<file path="config.mk">
export PLATFORM = sky130hd
export DESIGN_NAME = issue_select_encoder
export DESIGN_NICKNAME = d
export VERILOG_FILES = /design/src/rtl/issue_sel_pkg.sv /design/src/rtl/rr_find_first.sv /design/src/rtl/issue_select_encoder.sv
export SDC_FILE = /design/constraint.sdc
export NUM_CORES = 1
export LEC_CHECK = 0
export ABC_AREA = 1
export ABC_CLOCK_PERIOD_IN_PS = 14150
export BUFFER_PORTS_ARGS = -buffer_cell sky130_fd_sc_hd__buf_4
export CORE_MARGIN = 3
export CORE_UTILIZATION = 45
export DETAILED_ROUTE_END_ITERATION = 12
export PLACE_DENSITY = 0.64
export REMOVE_ABC_BUFFERS = 1
export SETUP_SLACK_MARGIN = 0.1
export SKIP_CTS_REPAIR_TIMING = 1
export SLEW_MARGIN = 25
export SYNTH_ARGS = -nofsm -noshare
export SYNTH_HDL_FRONTEND = slang
export SYNTH_HIERARCHICAL = 1
export SYNTH_SLANG_ARGS = --single-unit
</file>
<file path="constraint.sdc">
create_clock -name clk_i -period 14.15 [get_ports clk_i]
set_input_delay 2.1225 -clock clk_i [delete_from_list [all_inputs] [get_ports clk_i]]
set_output_delay 2.1225 -clock clk_i [all_outputs]
set_load 0.03 [all_outputs]
</file>
<file path="src/rtl/issue_sel_pkg.sv">
// Shared defaults, index type and pointer arithmetic for the issue select/encode stage.
package issue_sel_pkg;

  localparam int unsigned ISSUE_WIDTH      = 32;
  localparam int unsigned ISSUE_WIDTH_LOG  = 5;
  localparam int unsigned ISSUE_NUM_GRANTS = 2;

  typedef logic [ISSUE_WIDTH_LOG-1:0] issue_idx_t;

  // Wraps to 0 at width, so non-power-of-2 widths never reach an out-of-range index.
  function automatic int unsigned ptr_inc(input int unsigned idx, input int unsigned width);
    return (idx + 1 >= width) ? 0 : idx + 1;
  endfunction

endpackage

</file>
<file path="src/rtl/rr_find_first.sv">
// Circular find-first-set starting at a pointer, using a doubled vector masked below the pointer.
module rr_find_first
  import issue_sel_pkg::*;
#(
  parameter int unsigned WIDTH     = ISSUE_WIDTH,
  parameter int unsigned WIDTH_LOG = ISSUE_WIDTH_LOG
) (
  input  logic [WIDTH-1:0]     vec,
  input  logic [WIDTH_LOG-1:0] start,
  output logic                 found,
  output logic [WIDTH_LOG-1:0] idx,
  output logic [WIDTH-1:0]     onehot
);

  logic [2*WIDTH-1:0] dbl;

  always_comb begin
    dbl    = {vec, vec};
    found  = 1'b0;
    idx    = '0;
    onehot = '0;
    // Upper copy supplies the wrapped-around positions below the pointer.
    for (int unsigned p = 0; p < 2 * WIDTH; p++) begin
      if (!found && dbl[p] && (p >= 32'(start))) begin
        found = 1'b1;
        idx   = WIDTH_LOG'(p % WIDTH);
      end
    end
    if (found) onehot = WIDTH'(1) << idx;
  end

endmodule

</file>
<file path="src/rtl/issue_select_encoder.sv">
// Registered multi-grant round-robin select/encode stage for the issue queue.
// Define ISSUE_SEL_RR_EN for round-robin priority; otherwise fixed lowest-index-first priority.
module issue_select_encoder
  import issue_sel_pkg::*;
#(
  parameter int unsigned WIDTH      = ISSUE_WIDTH,
  parameter int unsigned WIDTH_LOG  = ISSUE_WIDTH_LOG,
  parameter int unsigned NUM_GRANTS = ISSUE_NUM_GRANTS
) (
  input  logic                            clk_i,
  input  logic                            rst_ni,
  input  logic                            flush_i,
  input  logic                            req_valid_i,
  output logic                            req_ready_o,
  input  logic [WIDTH-1:0]                req_vec_i,
  output logic                            out_valid_o,
  input  logic                            out_ready_i,
  output logic [NUM_GRANTS-1:0]           grant_valid_o,
  output logic [NUM_GRANTS*WIDTH_LOG-1:0] grant_idx_o,
  output logic [WIDTH-1:0]                grant_mask_o
);

  logic [WIDTH-1:0]     stage_vec   [NUM_GRANTS];
  logic [WIDTH_LOG-1:0] stage_start [NUM_GRANTS];
  logic [WIDTH_LOG-1:0] pick_idx    [NUM_GRANTS];
  logic [WIDTH-1:0]     pick_onehot [NUM_GRANTS];
  logic [NUM_GRANTS-1:0] pick_found;
  logic [WIDTH_LOG-1:0] rr_ptr;

  logic                            out_valid_q, out_valid_d;
  logic [NUM_GRANTS-1:0]           grant_valid_q, grant_valid_d;
  logic [NUM_GRANTS*WIDTH_LOG-1:0] grant_idx_q, grant_idx_d;
  logic [WIDTH-1:0]                grant_mask_q, grant_mask_d;
  logic                            accept;

`ifdef ISSUE_SEL_RR_EN
  logic [WIDTH_LOG-1:0] rr_ptr_q, rr_ptr_d;
  assign rr_ptr = rr_ptr_q;
`else
  assign rr_ptr = '0;
`endif

  // Each slot searches the vector minus earlier picks, starting just past the previous pick.
  for (genvar k = 0; k < NUM_GRANTS; k++) begin : g_slot
    if (k == 0) begin : g_first
      assign stage_vec[k]   = req_vec_i;
      assign stage_start[k] = rr_ptr;
    end else begin : g_next
      assign stage_vec[k]   = stage_vec[k-1] & ~pick_onehot[k-1];
      assign stage_start[k] = WIDTH_LOG'(ptr_inc(32'(pick_idx[k-1]), WIDTH));
    end

    rr_find_first #(
      .WIDTH     (WIDTH),
      .WIDTH_LOG (WIDTH_LOG)
    ) u_find (
      .vec    (stage_vec[k]),
      .start  (stage_start[k]),
      .found  (pick_found[k]),
      .idx    (pick_idx[k]),
      .onehot (pick_onehot[k])
    );
  end

  assign req_ready_o = !flush_i && (!out_valid_q || out_ready_i);
  assign accept      = req_valid_i && req_ready_o;

  always_comb begin
    out_valid_d   = out_valid_q;
    grant_valid_d = grant_valid_q;
    grant_idx_d   = grant_idx_q;
    grant_mask_d  = grant_mask_q;
`ifdef ISSUE_SEL_RR_EN
    rr_ptr_d      = rr_ptr_q;
`endif
    if (flush_i || ((accept || out_ready_i) && !(accept && |pick_found))) begin
      out_valid_d   = 1'b0;
      grant_valid_d = '0;
      grant_idx_d   = '0;
      grant_mask_d  = '0;
    end else if (accept) begin
      out_valid_d   = 1'b1;
      grant_valid_d = pick_found;
      grant_mask_d  = '0;
      for (int unsigned k = 0; k < NUM_GRANTS; k++) begin
        grant_idx_d[k*WIDTH_LOG +: WIDTH_LOG] = pick_idx[k];
        grant_mask_d = grant_mask_d | pick_onehot[k];
`ifdef ISSUE_SEL_RR_EN
        if (pick_found[k]) rr_ptr_d = WIDTH_LOG'(ptr_inc(32'(pick_idx[k]), WIDTH));
`endif
      end
    end
  end

  always_ff @(posedge clk_i) begin
    if (!rst_ni) begin
      out_valid_q   <= 1'b0;
      grant_valid_q <= '0;
      grant_idx_q   <= '0;
      grant_mask_q  <= '0;
`ifdef ISSUE_SEL_RR_EN
      rr_ptr_q      <= '0;
`endif
    end else begin
      out_valid_q   <= out_valid_d;
      grant_valid_q <= grant_valid_d;
      grant_idx_q   <= grant_idx_d;
      grant_mask_q  <= grant_mask_d;
`ifdef ISSUE_SEL_RR_EN
      rr_ptr_q      <= rr_ptr_d;
`endif
    end
  end

  assign out_valid_o   = out_valid_q;
  assign grant_valid_o = grant_valid_q;
  assign grant_idx_o   = grant_idx_q;
  assign grant_mask_o  = grant_mask_q;

endmodule
</file>
Word level (Yosys, flattened, before mapping)

Cells that the tools add are included.

Magnitude comparators: 32
Add/subtract/negate cells: 1
Bitwise operators: 4
Shift-type cells: 2
Muxes and demuxes: 257
Reductions and logical operators: 295

Operator list:

| cell                   | count |
|---|---|
| $mux W5                | 125 |
| $logic_and A1 B1 Y1    | 161 |
| $mux W1                | 130 |
| $logic_not A1 Y1       | 129 |
| $ge A5 B5 Y1 const A   | 15 |
| $mux W32               | 2 |
| $shl A1 B5 Y32 const A | 2 |
| $ge A4 B5 Y1 const A   | 8 |
| $and A32 B32 Y32       | 1 |
| $not A32 Y32           | 1 |
| $or A32 B32 Y32        | 1 |
| $ge A3 B5 Y1 const A   | 4 |
| $ge A1 B5 Y1 const A   | 2 |
| $ge A2 B5 Y1 const A   | 2 |
| $add A5 B1 Y6 const B  | 1 |
| $ge A6 B6 Y1 const B   | 1 |
| $reduce_or A2 Y1       | 2 |
| $logic_or A1 B1 Y1     | 3 |
| $not A1 Y1             | 1 |

Output and inout port bits: 46
Register bits after elaboration: 45
Word-level logic and storage cells: 595
Input bits: 37

Longest topological paths before layout

Depth after elaboration: 421
Gate-level depth with buffers: 88
Gate-level depth less buffers: 86

Cells and area by module

Netlist, hierarchy kept.

Modules (own cells, without submodules):

| module               | sequential area each (µm²) | area each (µm²) | cells an instance | times used |
|---|---|---|---|---|
| rr_find_first        | 0.0                        | 1,886.8         | 353               | 2 |
| issue_select_encoder | 900.9                      | 2,716.4         | 477               | 1 |

Worst setup path before layout

No wires, ideal clock.

Path type: input to register
From: in req_vec_i[0]
To: reg grant_idx_q[0], in the netlist grant_idx_o[0]
Required time: 14.034 ns
Setup time: 0.116 ns
Path slack: 3.203 ns
Data arrival time: 10.831 ns
Path buffers: 1
Cell stages on the path: 77
Path through: inv_1 > nor2_1 > nand2_2 > nand2_2 > nor2_1 > nand4_1 > nor2_1 > nand4_1 > nor2_2 > nand4_2 > nor2_2 > nand4_2 > nor2_2 > nand4_2 > nor2_2 > nand4_2 > nor2_2 > nand4_1 > [41 not listed] > nor2_1 > nand4_1 > nor2_2 > nand4_1 > nor2_1 > nand4_1 > nor2_1 > nand4_1 > nor2_2 > nand4_2 > nor2_2 > nand4_1 > or3_1 > nor2_1 > nand4_1 > nand3b_4 > buf_2 > nor2_1

RTL lines:

| item                   | RTL line                    | RTL |
|---|---|---|
| start: declaration     | issue_select_encoder.sv:15  | `input logic [WIDTH-1:0] req_vec_i,` |
| end signal: assignment | issue_select_encoder.sv:107 | `grant_idx_q <= grant_idx_d;` |
| end: declaration       | issue_select_encoder.sv:32  | `logic [NUM_GRANTS*WIDTH_LOG-1:0] grant_idx_q, grant_idx_d;` |

==> summary.txt <==
Pwr
  – Max VDD drop: about 0.053 mV
  – Total power draw: 681.9 uW
  – Leakage power: approximately 0.0038 uW
  – Pwr dens: approximately 91 mW/mm2

Cells and area
  – Design area: ~0.0075 mm2
  – Layout cells sized above 1: 16.50%
  – Ant diodes: 0
  – Nets@finish: between 1k and 1.5k
  – Finished Layout Cells: 1,447
  – Layout area overhead: 15.08%

Flow run
  – Max Cap Violations: 0

Global routing
  – Vias in the first global route: approximately 6.8k
  – Gr ovfl total: 0
  – Initial antenna violation count: 0
  – Global-route wire length before repair: about 34,000 um
  – Total track usage: ~26%
  – Largest net degree at the start of global routing: 48

Critical path
  – CP peak stage delay: about 0.37 ns
  – CP startpoint kind: input port
  – Worst reg2reg path endpoint: grant_mask_o[0]$_SDFFE_PP0N_
  – Crit-path slowest cell: or3_1
  – Reg2reg start: out_valid_o$_SDFFE_PP0N_
  – Worst reg-to-reg path cell count: 5
  – Arrival @ worst endpoint: approximately 13 ns
  – Flop2flop setup slack: 11.79 ns
  – Kind of critical path: in2reg
  – CP dominant cell by count: nor2_1
  – Critical Path Sink Type: register
  – Critical Path RT: ~14 ns
  – CP max FO: 23

Yosys
  – Most frequent cell after synthesis: inv_1
  – Post-synth EDFFs: 0
  – Gate Count Post-Synth: 1,183
  – Synth Register Bits: 45
  – Syn Std Cell Area: around 0.0065 mm2
  – Area contributors post-synth: inv_1 (16%), nor2_1 (14%), dfxtp_1 (14%), nand4_1 (10%), nand2_1 (9.6%)
  – Largest area contributor in the netlist: inv_1
  – Mean Syn Cell Area: between 5 and 6 um2
  – Main flop type after synthesis: dfxtp_1
  – Share of the synthesized area in the top cell type: between 10% and 20%
  – Sequential fraction of the synthesis area: ~14%
  – Asr flop ratio synth: 0%
  – Most frequent cells after synthesis: inv_1 (284), nor2_1 (250), nand2_1 (166)
  – Number of synthesis warnings: 6
  – Synth unique cells: 38

Die
  – Die footprint: around 0.016 mm2
  – Die X: between 100 and 150 um
  – Initial Utilization: 46.40%
  – Rows: 43
  – Die extent in y: around 130 um
  – Core area: 0.01399 mm2
  – Num ports: 83

Timing
  – Unrepaired setup endpoints after global routing: false
  – Final min period: approximately 12 ns
  – Slew Viols, Final: 0
  – Final Hold Viols: 0
  – # setup viols final: 0
  – Slew headroom: between 50% and 60%
  – Setup TNS: 0 ns
  – Clock skew: between 0.005 and 0.006 ns
  – Fmax: between 80 and 90 MHz
  – Period utilisation layout: a little under 90%
  – Transition time at the pin with the least slew margin: 0.6063 ns

Placed design
  – Placed Cells: 1,438
  – Placed inst area: roughly 0.0073 mm2
  – DPL Wire Length: 17,250 um
  – Routability cong.: 0.9601
  – Port buffer count: about 80

Route
  – Initial DRC Count: about 670
  – Post-route DRC: 0
  – Post-Route WL: roughly 21,000 um
  – Drt first pass iters: 5
  – Vias per inst: 5.284
  – Avg WL per Cell: about 15 um
  – Post-route antenna net violation count: 0
  – Vias: 7,646

Clock network
  – Root Driver: clkbuf_16
  – Clock Sinks: between 40 and 50
  – Cts bufs inserted: 5
  – Clock tree buffer depth: 2
  – CTS tree: built
  – Clock Latency Late Sink: just under 0.3 ns
  – Htree depth: 2
  – Clk slew on worst S/H paths: around 0.06 ns

Min path
  – Cells on Worst Hold Path: 4
  – Hold WC Path Type: reg2reg
  – Worst Hold End: grant_valid_o[0]$_SDFFE_PP0N_
  – Worst Hold Launch: grant_valid_o[0]$_SDFFE_PP0N_

Status
  – Outcome: finished, final reports clean
==> routing by layer <==
layer  global-route usage, %  wire [um]  vias up
met4                   6.751        587        0
li1                        -          -     3942
met1                   37.10      10160     3419
met5                       0          0        -
met2                   40.50       9382      249
met3                   3.053       1155       36
==> cells in the final DEF (no fill, tap or decap), types with 2 or more instances in the layout <==
| cell type | count |
|---|---|
| or3_1 | 2 |
| nor2_2 | 40 |
| nand2_1 | 166 |
| a21o_1 | 2 |
| o221ai_1 | 4 |
| nor2_4 | 4 |
| inv_2 | 10 |
| o41ai_1 | 14 |
| a21oi_1 | 15 |
| a211oi_1 | 10 |
| nand3b_4 | 2 |
| conb_1 | 24 |
| nand3_1 | 37 |
| o31ai_4 | 2 |
| inv_1 | 284 |
| dfxtp_1 | 45 |
| o211ai_1 | 6 |
| nor2_1 | 250 |
| o21a_1 | 6 |
| nand2_4 | 11 |
| nor3_1 | 32 |
| nand2_2 | 4 |
| nor3_2 | 6 |
| nand3_2 | 12 |
| nor4_1 | 6 |
| a31oi_1 | 2 |
| clkbuf_16 | 5 |
| o21ai_1 | 4 |
| buf_4 | 84 |
| nand4_2 | 24 |
| o21ai_0 | 40 |
| nand4_1 | 105 |
==> worst max-delay path by stage <==
stage	from	endpoint	slack (ns)	depth (start not counted)
2_1_floorplan	req_vec_i[0]	grant_idx_o[0]$_SDFFE_PP0N_	3.12	76
3_3_place_gp	req_vec_i[3]	grant_mask_o[22]$_SDFFE_PP0N_	1.15	80
3_5_place_dp	req_vec_i[3]	grant_mask_o[0]$_SDFFE_PP0N_	1.04	76
4_1_cts	req_vec_i[3]	grant_mask_o[0]$_SDFFE_PP0N_	1.30	76
5_1_grt	req_vec_i[3]	grant_mask_o[9]$_SDFFE_PP0N_	0.12	77
6_report	req_vec_i[3]	grant_mask_o[0]$_SDFFE_PP0N_	1.67	77
==> worst max-delay path: cells and delay by family <==
kind / cells / cell delay [ns]
XOR/XNOR: 1 / 0.08
AO/OA/AOI/OAI: 3 / 0.44
AND/OR/NAND/NOR: 67 / 9.11
buffers and inverters: 5 / 0.64
adder cells (fa/ha/maj): 1 / 0.22
==> per-stage QoR <==
stage / hold slack [ns] / util, % / setup WS, ns
2_1_floorplan: 0.6498 / - / 3.123
3_3_place_gp: 0.5107 / 51.88 / 1.153
3_5_place_dp: 0.5143 / 51.88 / 1.038
4_1_cts: 0.5271 / 53.11 / 1.297
5_1_grt: 0.5549 / 53.39 / 0.1174
6_report: 0.5244 / 53.39 / 1.673
==> flip-flops by register name, summed over array words and instances (netlist names) <==
| signal | count |
|---|---|
| grant_mask_o | 32 |
| grant_idx_o | 10 |
| grant_valid_o | 2 |
| out_valid_o | 1 |
==> cell families after synthesis <==
logic type | Yosys count | synth area share (%)
and+or+nand+nor | 703 | 55.29
buffers and inverters | 326 | 19.70
AOI/OAI and AO/OA | 105 | 10.60
DFF | 45 | 13.88
xor gates and xnor gates | 2 | 0.2700
adders and majority gates | 1 | 0.1928
other | 1 | 0.05778
==> power by group <==
group	internal, uW	switching [uW]	leakage [uW]
sequential	129	1.16	0.000363
combinational	121	294	0.00331
clock	88.3	48.9	0.0000841
==> area by class of cell <==
class                           instances  area, um2
Sequential cell                        45      900.9
Multi-Input combinational cell        836       4436
Tap cell                              180      225.2
Inverter                              294       1104
Clock buffer                            7      142.6
Timing Repair Buffer                   84      630.6
Clock inverter                          1      30.03
Fill cell                            1533       6520
No activity file was read; power rests on OpenSTA's default activity.
